$ cat config.mk
export PLATFORM = sky130hd
export DESIGN_NAME = display_scan_driver
export DESIGN_NICKNAME = d
export VERILOG_FILES = /design/src/rtl/display_pkg.sv /design/src/rtl/bin2bcd_seq.sv /design/src/rtl/display_scan_driver.sv
export SDC_FILE = /design/constraint.sdc
export NUM_CORES = 1
export LEC_CHECK = 0
export ABC_AREA = 1
export BUFFER_PORTS_ARGS = -buffer_cell sky130_fd_sc_hd__buf_2
export CAP_MARGIN = 5
export CORE_ASPECT_RATIO = 1.4
export CORE_MARGIN = 3
export CORE_UTILIZATION = 45
export DETAILED_ROUTE_END_ITERATION = 8
export SETUP_SLACK_MARGIN = 0.15
export SYNTH_ARGS = -nofsm -noshare
export SYNTH_HDL_FRONTEND = slang
export SYNTH_HIERARCHICAL = 1
export SYNTH_SLANG_ARGS = --single-unit
$ cat constraint.sdc
create_clock -name clk -period 2.4 [get_ports clk]
set_input_delay 0.24 -clock clk [delete_from_list [all_inputs] [get_ports clk]]
set_output_delay 0.24 -clock clk [all_outputs]
set_load 0.05 [all_outputs]
$ cat src/rtl/display_pkg.sv
// Shared display codes and message encodings for the scan driver and the segment decoder.
// Also holds the small helpers used by the BCD converter and the message loader.
package display_pkg;

  localparam logic [4:0] CODE_BLANK     = 5'd30;
  localparam logic [4:0] CODE_DP_OFFSET = 5'd11;
  localparam logic [4:0] CODE_F         = 5'd21;
  localparam logic [4:0] CODE_A         = 5'd22;
  localparam logic [4:0] CODE_I         = 5'd23;
  localparam logic [4:0] CODE_L         = 5'd24;
  localparam logic [4:0] CODE_N         = 5'd25;
  localparam logic [4:0] CODE_U         = 5'd26;
  localparam logic [4:0] CODE_E         = 5'd27;
  localparam logic [4:0] CODE_D         = 5'd28;

  localparam int BIN_WIDTH = 14;

  typedef enum logic [1:0] {
    MSG_NUM   = 2'd0,
    MSG_FAIL  = 2'd1,
    MSG_END   = 2'd2,
    MSG_BLANK = 2'd3
  } msg_sel_t;

  typedef enum logic [1:0] {
    ST_IDLE   = 2'd0,
    ST_SHIFT  = 2'd1,
    ST_COMMIT = 2'd2
  } conv_state_t;

  // Four digit codes packed as {digit3, digit2, digit1, digit0}.
  function automatic logic [19:0] msg_digits(input msg_sel_t sel);
    case (sel)
      MSG_FAIL: return {CODE_F, CODE_A, CODE_I, CODE_L};
      MSG_END:  return {CODE_BLANK, CODE_E, CODE_N, CODE_D};
      default:  return {4{CODE_BLANK}};
    endcase
  endfunction

  // Add 3 to every BCD nibble that is 5 or more, ahead of the next left shift.
  function automatic logic [15:0] bcd_adjust(input logic [15:0] bcd);
    logic [15:0] r;
    r = bcd;
    for (int i = 0; i < 4; i++) begin
      if (bcd[i*4 +: 4] >= 4'd5) r[i*4 +: 4] = bcd[i*4 +: 4] + 4'd3;
    end
    return r;
  endfunction

endpackage

$ cat src/rtl/bin2bcd_seq.sv
// Sequential shift-add-3 binary to BCD converter, one input bit per clock.
// state  | meaning
// IDLE   | waiting for start, result registers hold last conversion
// SHIFT  | 14 adjust-and-shift iterations, counted by bit_cnt
// COMMIT | result valid, done high for one cycle
module bin2bcd_seq
  import display_pkg::*;
(
  input  logic                 clk,
  input  logic                 rst_n,
  input  logic                 start,
  input  logic [BIN_WIDTH-1:0] bin,
  output logic                 busy,
  output logic                 done,
  output logic [3:0]           thousands,
  output logic [3:0]           hundreds,
  output logic [3:0]           tens,
  output logic [3:0]           units
);

  conv_state_t          state;
  logic [3:0]           bit_cnt;
  logic [BIN_WIDTH-1:0] shreg;
  logic [15:0]          bcd;

  always_ff @(posedge clk or negedge rst_n) begin
    if (!rst_n) begin
      state   <= ST_IDLE;
      busy    <= 1'b0;
      done    <= 1'b0;
      bit_cnt <= 4'd0;
      shreg   <= '0;
      bcd     <= '0;
    end else begin
      case (state)
        ST_IDLE: begin
          done <= 1'b0;
          if (start) begin
            shreg   <= bin;
            bcd     <= '0;
            bit_cnt <= 4'd0;
            busy    <= 1'b1;
            state   <= ST_SHIFT;
          end
        end
        ST_SHIFT: begin
          {bcd, shreg} <= {bcd_adjust(bcd), shreg} << 1;
          bit_cnt      <= bit_cnt + 4'd1;
          if (bit_cnt == 4'(BIN_WIDTH - 1)) begin
            done  <= 1'b1;
            state <= ST_COMMIT;
          end
        end
        ST_COMMIT: begin
          busy    <= 1'b0;
          done    <= 1'b0;
          bit_cnt <= 4'd0;
          state   <= ST_IDLE;
        end
        default: begin
          busy  <= 1'b0;
          done  <= 1'b0;
          state <= ST_IDLE;
        end
      endcase
    end
  end

  assign thousands = bcd[15:12];
  assign hundreds  = bcd[11:8];
  assign tens      = bcd[7:4];
  assign units     = bcd[3:0];

endmodule

$ cat src/rtl/display_scan_driver.sv
// Four-digit multiplexed display driver: loads a clamped number or a fixed message
// into digit registers and scans them out one digit per refresh period.
module display_scan_driver
  import display_pkg::*;
#(
  parameter int REFRESH_DIV = 100000,
  parameter int MAX_VAL     = 9999
) (
  input  logic                 clk,
  input  logic                 rst_n,
  input  logic                 load,
  input  logic [BIN_WIDTH-1:0] value,
  input  logic [1:0]           msg_sel,
  output logic [4:0]           code,
  output logic [3:0]           an,
  output logic                 busy
);

  localparam int                   CW        = $clog2(REFRESH_DIV + 1);
  localparam logic [BIN_WIDTH-1:0] MAX_CLAMP = BIN_WIDTH'(MAX_VAL);

  msg_sel_t             msg;
  logic                 load_ok;
  logic                 conv_start;
  logic [BIN_WIDTH-1:0] value_clamped;
  logic                 conv_done;
  logic [3:0]           bcd_th, bcd_hu, bcd_te, bcd_un;
  logic [19:0]          msg_codes;
  logic [4:0]           digit_q [4];

  assign msg           = msg_sel_t'(msg_sel);
  assign load_ok       = load && !busy;
  assign conv_start    = load_ok && (msg == MSG_NUM);
  assign value_clamped = (value > MAX_CLAMP) ? MAX_CLAMP : value;
  assign msg_codes     = msg_digits(msg);

  bin2bcd_seq u_bin2bcd (
    .clk       (clk),
    .rst_n     (rst_n),
    .start     (conv_start),
    .bin       (value_clamped),
    .busy      (busy),
    .done      (conv_done),
    .thousands (bcd_th),
    .hundreds  (bcd_hu),
    .tens      (bcd_te),
    .units     (bcd_un)
  );

  // Digits change only on a message load or at commit, so partial results never show.
  always_ff @(posedge clk or negedge rst_n) begin
    if (!rst_n) begin
      for (int i = 0; i < 4; i++) digit_q[i] <= CODE_BLANK;
    end else if (load_ok && (msg != MSG_NUM)) begin
      digit_q[3] <= msg_codes[19:15];
      digit_q[2] <= msg_codes[14:10];
      digit_q[1] <= msg_codes[9:5];
      digit_q[0] <= msg_codes[4:0];
    end else if (conv_done) begin
      digit_q[3] <= {1'b0, bcd_th} + CODE_DP_OFFSET;
      digit_q[2] <= {1'b0, bcd_hu};
      digit_q[1] <= {1'b0, bcd_te};
      digit_q[0] <= {1'b0, bcd_un};
    end
  end

  logic [CW-1:0] refresh_cnt;
  logic [1:0]    scan_idx;
  logic [1:0]    next_idx;
  logic          scan_on;
  logic          next_on;
  logic          wrap;

  assign wrap     = (refresh_cnt == CW'(REFRESH_DIV - 1));
  assign next_idx = (wrap && scan_on) ? scan_idx + 2'd1 : scan_idx;
  // The first wrap after reset only enables the anodes, starting at index 0.
  assign next_on  = scan_on || wrap;

  always_ff @(posedge clk or negedge rst_n) begin
    if (!rst_n) begin
      refresh_cnt <= '0;
      scan_idx    <= 2'd0;
      scan_on     <= 1'b0;
      an          <= 4'b1111;
      code        <= CODE_BLANK;
    end else begin
      refresh_cnt <= wrap ? '0 : refresh_cnt + CW'(1);
      scan_idx    <= next_idx;
      scan_on     <= next_on;
      an          <= next_on ? ~(4'b0001 << next_idx) : 4'b1111;
      code        <= next_on ? digit_q[next_idx] : CODE_BLANK;
    end
  end

endmodule

# After elaboration in Yosys (flattened, before gate mapping)
# Index checks and enable logic that the tools add are counted.
# word_totals
elab_cells,85
inputBits,19
out_inout_bits,10
reg_bits,87
# op_classes
n_addsub,8
n_bitwise,3
order_cmp,6
n_eq_ne,8
mux,28
n_reduce_logical,16
n_shift,1
# op_table
cell,count
20-bit two-way mux,2
19-bit one-hot mux with 2 select lines,1
16-bit one-hot mux with 2 select lines,1
14-bit two-way mux,2
14-bit one-hot mux with 2 select lines,1
4-bit two-way mux,5
17-bit by 1-bit adder with 17-bit output (second input constant),1
17-bit equality test (second input constant),1
17-bit two-way mux,1
4-bit by 3-bit greater-or-equal comparator with 1-bit output (second input constant),4
16-bit two-way mux,1
5-bit two-way mux,3
14-bit > comparator (second input constant),1
4-bit by 2-bit adder with 4-bit output (second input constant),3
4-bit one-hot mux with 3 select lines,1
5-bit binary-select mux with 2-bit select,1
2-bit AND reduction,4
2-bit two-way mux,3
2-bit nonzero test,3
4-bit by 4-bit adder with 5-bit output (second input constant),1
4-bit by 1-bit adder with 4-bit output (second input constant),1
2-bit by 1-bit equality test with 1-bit output (second input constant),2
2-bit equality test (second input constant),2
4-bit equality test (second input constant),1
other kinds (18),24

# Logic depth before layout (Yosys ltp)
# Gate-level depths: netlist of the first run.
# logic_depth
word_depth,8
depth_mapped,12
ltp_nobuf,12

# Modules after synthesis
# The synthesis of the first run kept the hierarchy.
# modules_own_cells
module,seq_area_each_um2,instances,area_per_inst_um2,cells_each
display_scan_driver,1203.7,1,2597.5,315
bin2bcd_seq,950.9,1,1958.1,247

# Least setup slack after synthesis of the first run
# Ideal clock, no wire load.
# synth_path
path_type,reg-to-reg
from,register u_bin2bcd.busy
to,register digit_q[15] (netlist name)
stages_incl_launch_ff,8
n_path_buf,1
required_ns,2.281
slack_ns,0.683
setup_ns,0.119
synth_period_minus_slack_ns,1.717
arrival_ns,1.598
cell_sequence,dfrtp_1 -> nor3_2 -> inv_2 -> nand2_1 -> buf_2 -> nor2_1 -> a31oi_1 -> inv_1
# synth_between
elab_chain_len,4
elab_cells_between_ends,5
cone_classes,1 x mux; 4 x reduce/logical
# synth_rtl
item,line,text
start: declaration,bin2bcd_seq.sv:13,"output logic busy,"
start signal: assignment,bin2bcd_seq.sv:29,busy <= 1'b0;
start signal: assignment,bin2bcd_seq.sv:42,busy <= 1'b1;
start signal: assignment,bin2bcd_seq.sv:55,busy <= 1'b0;
1-bit zero test *,display_scan_driver.sv:32,assign load_ok = load && !busy;
1-bit logical AND *,display_scan_driver.sv:32,
1-bit logical AND *,display_scan_driver.sv:54,end else if (load_ok && (msg != MSG_NUM)) begin
20-bit two-way mux / 2-bit nonzero test (equally long branches),--,
end: declaration,display_scan_driver.sv:29,logic [4:0] digit_q [4];
# Every way passes the cells marked *; elsewhere a longest branch is shown, timed or not.
# A chain may end at the register's enable or synchronous reset.

# Worst setup path in the final report of the first run
# layout_path
from,register refresh_cnt[0]
to,register code[4]
# layout_between
elab_chain_len,8
elab_cells_between_ends,9
cone_classes,1 x eq/ne; 5 x mux; 1 x bitwise; 2 x reduce/logical
# layout_rtl
item,line,text
start: declaration,display_scan_driver.sv:67,logic [CW-1:0] refresh_cnt;
start signal: assignment,display_scan_driver.sv:87,refresh_cnt <= wrap ? '0 : refresh_cnt + CW'(1);
17-bit equality test *,display_scan_driver.sv:74,assign wrap = (refresh_cnt == CW'(REFRESH_DIV - 1));
1-bit logical AND,display_scan_driver.sv:75,assign next_idx = (wrap && scan_on) ? scan_idx + 2'd1 : scan_idx;
2-bit two-way mux,display_scan_driver.sv:75,
2-bit inverter with 3-bit output (not written as such),display_scan_driver.sv:91,code <= next_on ? digit_q[next_idx] : CODE_BLANK;
5-bit binary-select mux with 2-bit select,display_scan_driver.sv:91,
5-bit two-way mux (not written as such) (2 in a row),display_scan_driver.sv:91,
5-bit two-way mux *,display_scan_driver.sv:91,
end signal: assignment,display_scan_driver.sv:91,
end: declaration,display_scan_driver.sv:14,"output logic [4:0] code,"
# Every way passes the cells marked *; elsewhere a longest branch is shown, timed or not. The select of a mux whose other input is x is not followed.

==> results of run 1 <==
## per-stage QoR
stage,util,total power (W),area (sq um)
final,0.532,0.00575,5140
after global routing,0.532,0.00627,5140
after CTS,0.532,0.00580,5140
after detailed placement,0.500,0.00441,4830
after global placement,0.500,0.00434,4830
after floorplan,-,0.00389,4560
## worst reg2reg max path, delay by kind of cell, from the launching register on
family	cells	cell delay, ns
compound gates	1	0.14
fa+ha+maj	1	0.19
buf+inv	1	0.08
flops	1	0.37
simple gates	7	0.95
## where the power goes
group	total [W]	leakage, nW	internal, W	switching [W]
logic	0.00206	1.35	0.000731	0.00133
registers	0.00233	1.03	0.00198	0.000351
clock network	0.00136	0.149	0.000823	0.000540
total	0.00575	2.53	0.00353	0.00222
## final cells by class
class,instances,area [sq um],share of cell area
clock buffers,14,285,0.0555
clock inverters,2,12.5,0.00243
multi-input cells,375,1990,0.388
flip-flops and latches,85,2150,0.419
inverters,89,334,0.0650
well taps,132,165,0.0321
repair buffers,33,195,0.0380
## kinds of logic (layout without fill, tap and decap cells)
logic type | after synthesis | count (layout)
flip-flops | 85 | 85
buffers and inverters | 102 | 138
adder cells (fa/ha/maj) | 17 | 17
XOR/XNOR | 7 | 7
AO/OA/AOI/OAI | 92 | 92
AND/OR/NAND/NOR | 259 | 259
## how the worst min path moves through the flow
stage,start,to,cells after the start
2_1_floorplan,rst_n,code[0],0
3_3_place_gp,rst_n,refresh_cnt[7],1
3_5_place_dp,rst_n,refresh_cnt[8],1
4_1_cts,value[13],u_bin2bcd/shreg[13],3
5_1_grt,value[13],u_bin2bcd/shreg[13],3
6_report,value[13],u_bin2bcd/shreg[13],3
## cells in the final DEF, fill, tap and decap left out, types with 3 or more instances in the layout
| cell | instances |
|---|---|
| nand2_2 | 3 |
| clkbuf_16 | 10 |
| inv_1 | 81 |
| dfstp_2 | 22 |
| buf_4 | 4 |
| o21ai_0 | 30 |
| ha_1 | 17 |
| nand4_1 | 10 |
| inv_2 | 8 |
| xor2_1 | 5 |
| o21ai_1 | 15 |
| a21oi_1 | 26 |
| or2_2 | 9 |
| dfrtp_1 | 63 |
| buf_2 | 27 |
| nand3_1 | 51 |
| o22ai_1 | 6 |
| a31oi_1 | 3 |
| o211ai_1 | 5 |
| nand2_1 | 123 |
| nor2_1 | 42 |
## per-layer routing
layer / GRT usage / vias to the layer above / routed length, um
met2: 0.311 / 57 / 4760
met1: 0.224 / 1719 / 4310
met5: 0 / - / 0
li1: - / 1883 / -
met3: 0.0210 / 12 / 230
met4: 0.0710 / 0 / 176
## sequential cells by signal, summed over array words and instances, names as in the netlist
register / count
u_bin2bcd/busy: 1
scan_on: 1
u_bin2bcd/bit_cnt: 4
code: 5
u_bin2bcd/done: 1
scan_idx: 2
refresh_cnt: 17
u_bin2bcd/shreg: 14
an: 4
u_bin2bcd/state: 2
digit_q: 18
u_bin2bcd/bcd: 16
==> results_dict.tcl, run 1 <==
set metrics [dict create \
    fmaxAchievable_ghz 0.552 \
    fin_crit_sh 0.754 \
    overflow 0 \
    path_max_fanout 11 \
    cts_num_sinks 85 \
    die_area_sq_mm 0.0114 \
    max_stage_delay_ns 0.37 \
    synth-seq-cells 85 \
    die_w_um 91.0 \
    slew_headroom 0.565 \
    reg2regPathDepth 10 \
    cts.path.max_buffers 2 \
    grt_pass1_wl_um 16800 \
    cts-buffers-inserted 9 \
    layoutNonFillerInstCount 730 \
    ir_drop_v 0.000570 \
    drt_iter0_drc 235 \
    clkSlewWorstSetupHoldPaths_ns 0.06 \
    drive_gt1_frac 0.172 \
    die_h_um 125 \
    post_cts_buffers 0 \
    worstReg2RegStart "refresh_cnt[0]" \
    max-cap-violations 0 \
    slew_viol_final 0 \
    endpoint "code[4]" \
    async_flop_share 1.00 \
    final.min_clock_period_ns 1.81 \
    synth_top_family_by_area "simple AND/OR/NAND/NOR gates" \
    synth_common_cells "nand2_1 (123), inv_1 (81), dfrtp_1 (63), nand3_1 (51), nor2_1 (42)" \
    required_ns 2.65 \
    synth_most_common_cell "nand2_1" \
    synth_compound_area_frac 0.111 \
    synth_xor_area_frac 0.0135 \
    syn_area_per_cell_sq_um 8.11 \
    synth_top_area_frac 0.346 \
    setup.worst_path.class "flip-flop to flip-flop" \
    worst_setup_path_end_kind "flip-flop" \
    numPortBuffers 28 \
    syn-instance-count 562 \
    min_path_type "input pin to flip-flop" \
    ios 29 \
    synthMuxAreaShare 0 \
    hold_viol 0 \
    crit_chain "ha_1, nand2_1, nor2_4, nand3_2, nor2_4, nand4_4, nand2_4, inv_2, o21ai_0, nand3_1" \
    netlist.top_cell.by_area "dfrtp_1" \
    crit_path_start_kind "flip-flop" \
    drt-total-wl_um 9480 \
    worst_pin_slew_ns 0.652 \
    n_fill_cell 955 \
    cp_top_family "simple AND/OR/NAND/NOR gates" \
    drt_first_pass_iters 4 \
    r2r-end "code[4]" \
    vias_per_cell 5.03 \
    outcome "complete, no violations" \
    grt_use_total 0.178 \
    synth_cell_type_count 42 \
    gp_congestion 0.809 \
    synth-edff-count 0 \
    clockRootBuffer "clkbuf_16" \
    synth-adder-area-share 0.0467 \
    synthesis.area_sq_mm 0.00456 \
    power_density_mw_per_mm2 1120 \
    grt_setup_unrepaired "no" \
    fin_hold_ws_ns 0.200 \
    dp_cells 713 \
    dp_slack_ns 0.468 \
    crit_top_cell "nor2_4" \
    grt_start_max_net_pins 45 \
    synthFlopType "dfrtp_1" \
    crit_arrival_ns 2.06 \
    cts_tree "built" \
    finalSetupTns_ns 0 \
    ant_nets 0 \
    critical_path_buf_inv_count 1 \
    critPathLaunch "refresh_cnt[0]" \
    wl_per_cell_um 13.0 \
    n_antenna_cell 0 \
    rrSetupSlack_ns 0.59 \
    hpwl_um 6960 \
    nets 629 \
    ys_seq_area_frac 0.473 \
    start_util 0.471 \
    ys_top_cells_by_area "dfrtp_1 (35%), dfstp_2 (13%), nand2_1 (10%)" \
    coreArea_sq_mm 0.00967 \
    syn_nets 598 \
    fin_skew_ns 0.00762 \
    first_global_vias 3755 \
    core.rowCount 42 \
    antenna_found_initial 0 \
    clkLatencyLatePin_ns 0.34 \
    drcViolationCount 0 \
    fin_ws_ns 0.589 \
    crit_cells 10 \
    p_leak_nw 2.53 \
    vias 3671 \
    htreeDepth 3 \
    hold_buffers 1 \
    syn_to_final_growth_pct 12.8 \
    cp_slowest_cell "dfrtp_1" \
    ys_warn_count 6 \
    setup_violations 0 \
    cts.repair.resized 0 \
    yosys.area_share.simple 0.266 \
]
Note: power is estimated with default switching activity, not from simulation.
==> inputs of run 2 (changes only) <==
clock period = 1.5 ns   (was 2.4 ns; I/O delays follow)
==> run 2 against run 1 <==
Against the previous run: the flow now finishes with violations (negative setup slack); non-clock buffer count grew 60; clock skew shrank 0.0030 ns; sequential share of layout area shrank 5.6 points; critical endpoint is now code[0].
==> results_dict.tcl, run 2 (same netlist as run 1, synthesis figures left out) <==
set metrics [dict create \
    numPortBuffers 28 \
    start_util 0.471 \
    slew_viol_final 0 \
    grt_pass1_wl_um 17700 \
    final.min_clock_period_ns 1.64 \
    cts_tree "built" \
    cts_num_sinks 85 \
    layout_common_cells "nand2_1 (116), inv_1 (75), dfrtp_1 (61), buf_4 (53), nand3_1 (46)" \
    grt_start_max_net_pins 35 \
    fmaxAchievable_ghz 0.609 \
    ir_drop_v 0.00101 \
    clkSlewWorstSetupHoldPaths_ns 0.06 \
    grt_use_total 0.191 \
    ant_nets 0 \
    worst_setup_path_end_kind "flip-flop" \
    n_antenna_cell 0 \
    antenna_found_initial 0 \
    setup_violations 15 \
    coreArea_sq_mm 0.00967 \
    syn_to_final_growth_pct 30.5 \
    largest_reg_flops 18 \
    power_density_mw_per_mm2 1740 \
    cts-buffers-inserted 9 \
    final_core_util 0.615 \
    drt_iter0_drc 141 \
    violations "negative setup slack" \
    dp_cells 760 \
    die_area_sq_mm 0.0114 \
    die_w_um 91.0 \
    min_path_type "input pin to flip-flop" \
    hpwl_um 7650 \
    path_max_fanout 4 \
    required_ns 1.77 \
    die_h_um 125 \
    drive_gt1_frac 0.330 \
    vias_per_cell 5.04 \
    overflow 0 \
    fin_crit_sh 1.09 \
    drt-total-wl_um 10600 \
    vias 3994 \
    crit_path_start_kind "flip-flop" \
    clkLatencyLatePin_ns 0.34 \
    drt_first_pass_iters 4 \
    dp_slack_ns -0.147 \
    rrSetupSlack_ns -0.14 \
    crit_arrival_ns 1.91 \
    p_leak_nw 2.89 \
    reg.largest.list "digit_q x18, refresh_cnt x17, u_bin2bcd/bcd x16" \
    first_global_vias 4053 \
    cts.path.max_buffers 2 \
    max-cap-violations 0 \
    drcViolationCount 0 \
    clockRootBuffer "clkbuf_16" \
    layoutNonFillerInstCount 792 \
    fin_ws_ns -0.141 \
    setup.worst_path.class "flip-flop to flip-flop" \
    ios 29 \
    slew_headroom 0.750 \
    hold_viol 0 \
    grt_setup_unrepaired "yes" \
    core.rowCount 42 \
    mostFrequentLayoutCell "nand2_1" \
    nets 691 \
    worst_pin_slew_ns 0.376 \
    outcome "finished with violations" \
    fin_skew_ns 0.00463 \
    wl_per_cell_um 13.4 \
    top_register "digit_q" \
    htreeDepth 3 \
    gp_congestion 0.863 \
]
run 2: worst max-delay path, cell delays in order, from the launching register on:
cell and delay (ns):
dfrtp_1 0.36, ha_2 0.19, nand2_2 0.06, nor2_4 0.11, nand3_2 0.09, nor2_4 0.17
nand4_4 0.16, buf_6 0.17, nand3_1 0.08, nand3_2 0.07, a21oi_2 0.11
run 2: path summary, 6_finish.rpt:
check	to	start	cells after the start
worst max-delay path	code[0]	refresh_cnt[1]	10
worst min-delay path	u_bin2bcd/shreg[13]	value[13]	3
worst max register to register	code[0]	refresh_cnt[1]	10
worst min register to register	digit_q[13]	digit_q[13]	2
max in group asynchronous	digit_q[16]	rst_n	3
min in group asynchronous	refresh_cnt[11]	rst_n	2
run 2: area by class of cell:
class	instances	area (sq um)
Timing Repair inverter	1	7.51
Fill cell	873	3720
Clock buffer	12	246
Multi-Input combinational cell	376	2280
Clock inverter	4	22.5
Inverter	89	352
Timing Repair Buffer	93	713
Tap cell	132	165
Sequential cell	85	2160
run 2: what timing repair did:
| item | CTS | global route |
|---|---|---|
| pin swaps | 2 | 26 |
| buffers inserted | 3 | 10 |
| gates cloned | 0 | 2 |
| hold buffers | 1 | 0 |
| gates resized for setup | 10 | 77 |
| hold endpoints to repair | 21 | 0 |
| endpoints found under the setup margin | 45 | 63 |
run 2: routing by layer:
| metal | up-vias | part of all wire | GRT usage |
|---|---|---|---|
| met5 | - | 0 | 0 |
| met4 | 0 | 0.025 | 0.0853 |
| met3 | 22 | 0.025 | 0.0313 |
| met2 | 54 | 0.52 | 0.349 |
| met1 | 1906 | 0.43 | 0.217 |
| li1 | 2012 | - | - |
run 2: report_power, final:
part / switching (W) / internal, W
Clock: 0.000897 / 0.00116
Sequential: 0.000543 / 0.00317
Combinational: 0.00270 / 0.00185
Total: 0.00414 / 0.00618
run 2: stage by stage:
step,area (sq um),total power (W),hold slack [ns],setup TNS (ns)
floorplan,4620,0.00629,-0.146,-0.259
global placement,5260,0.00731,0.0925,-1.49
detailed placement,5260,0.00747,0.0943,-2.35
CTS,5590,0.00962,0.114,-1.41
global route,5950,0.0111,0.0963,-3.97
finish,5950,0.0103,0.0902,-1.37
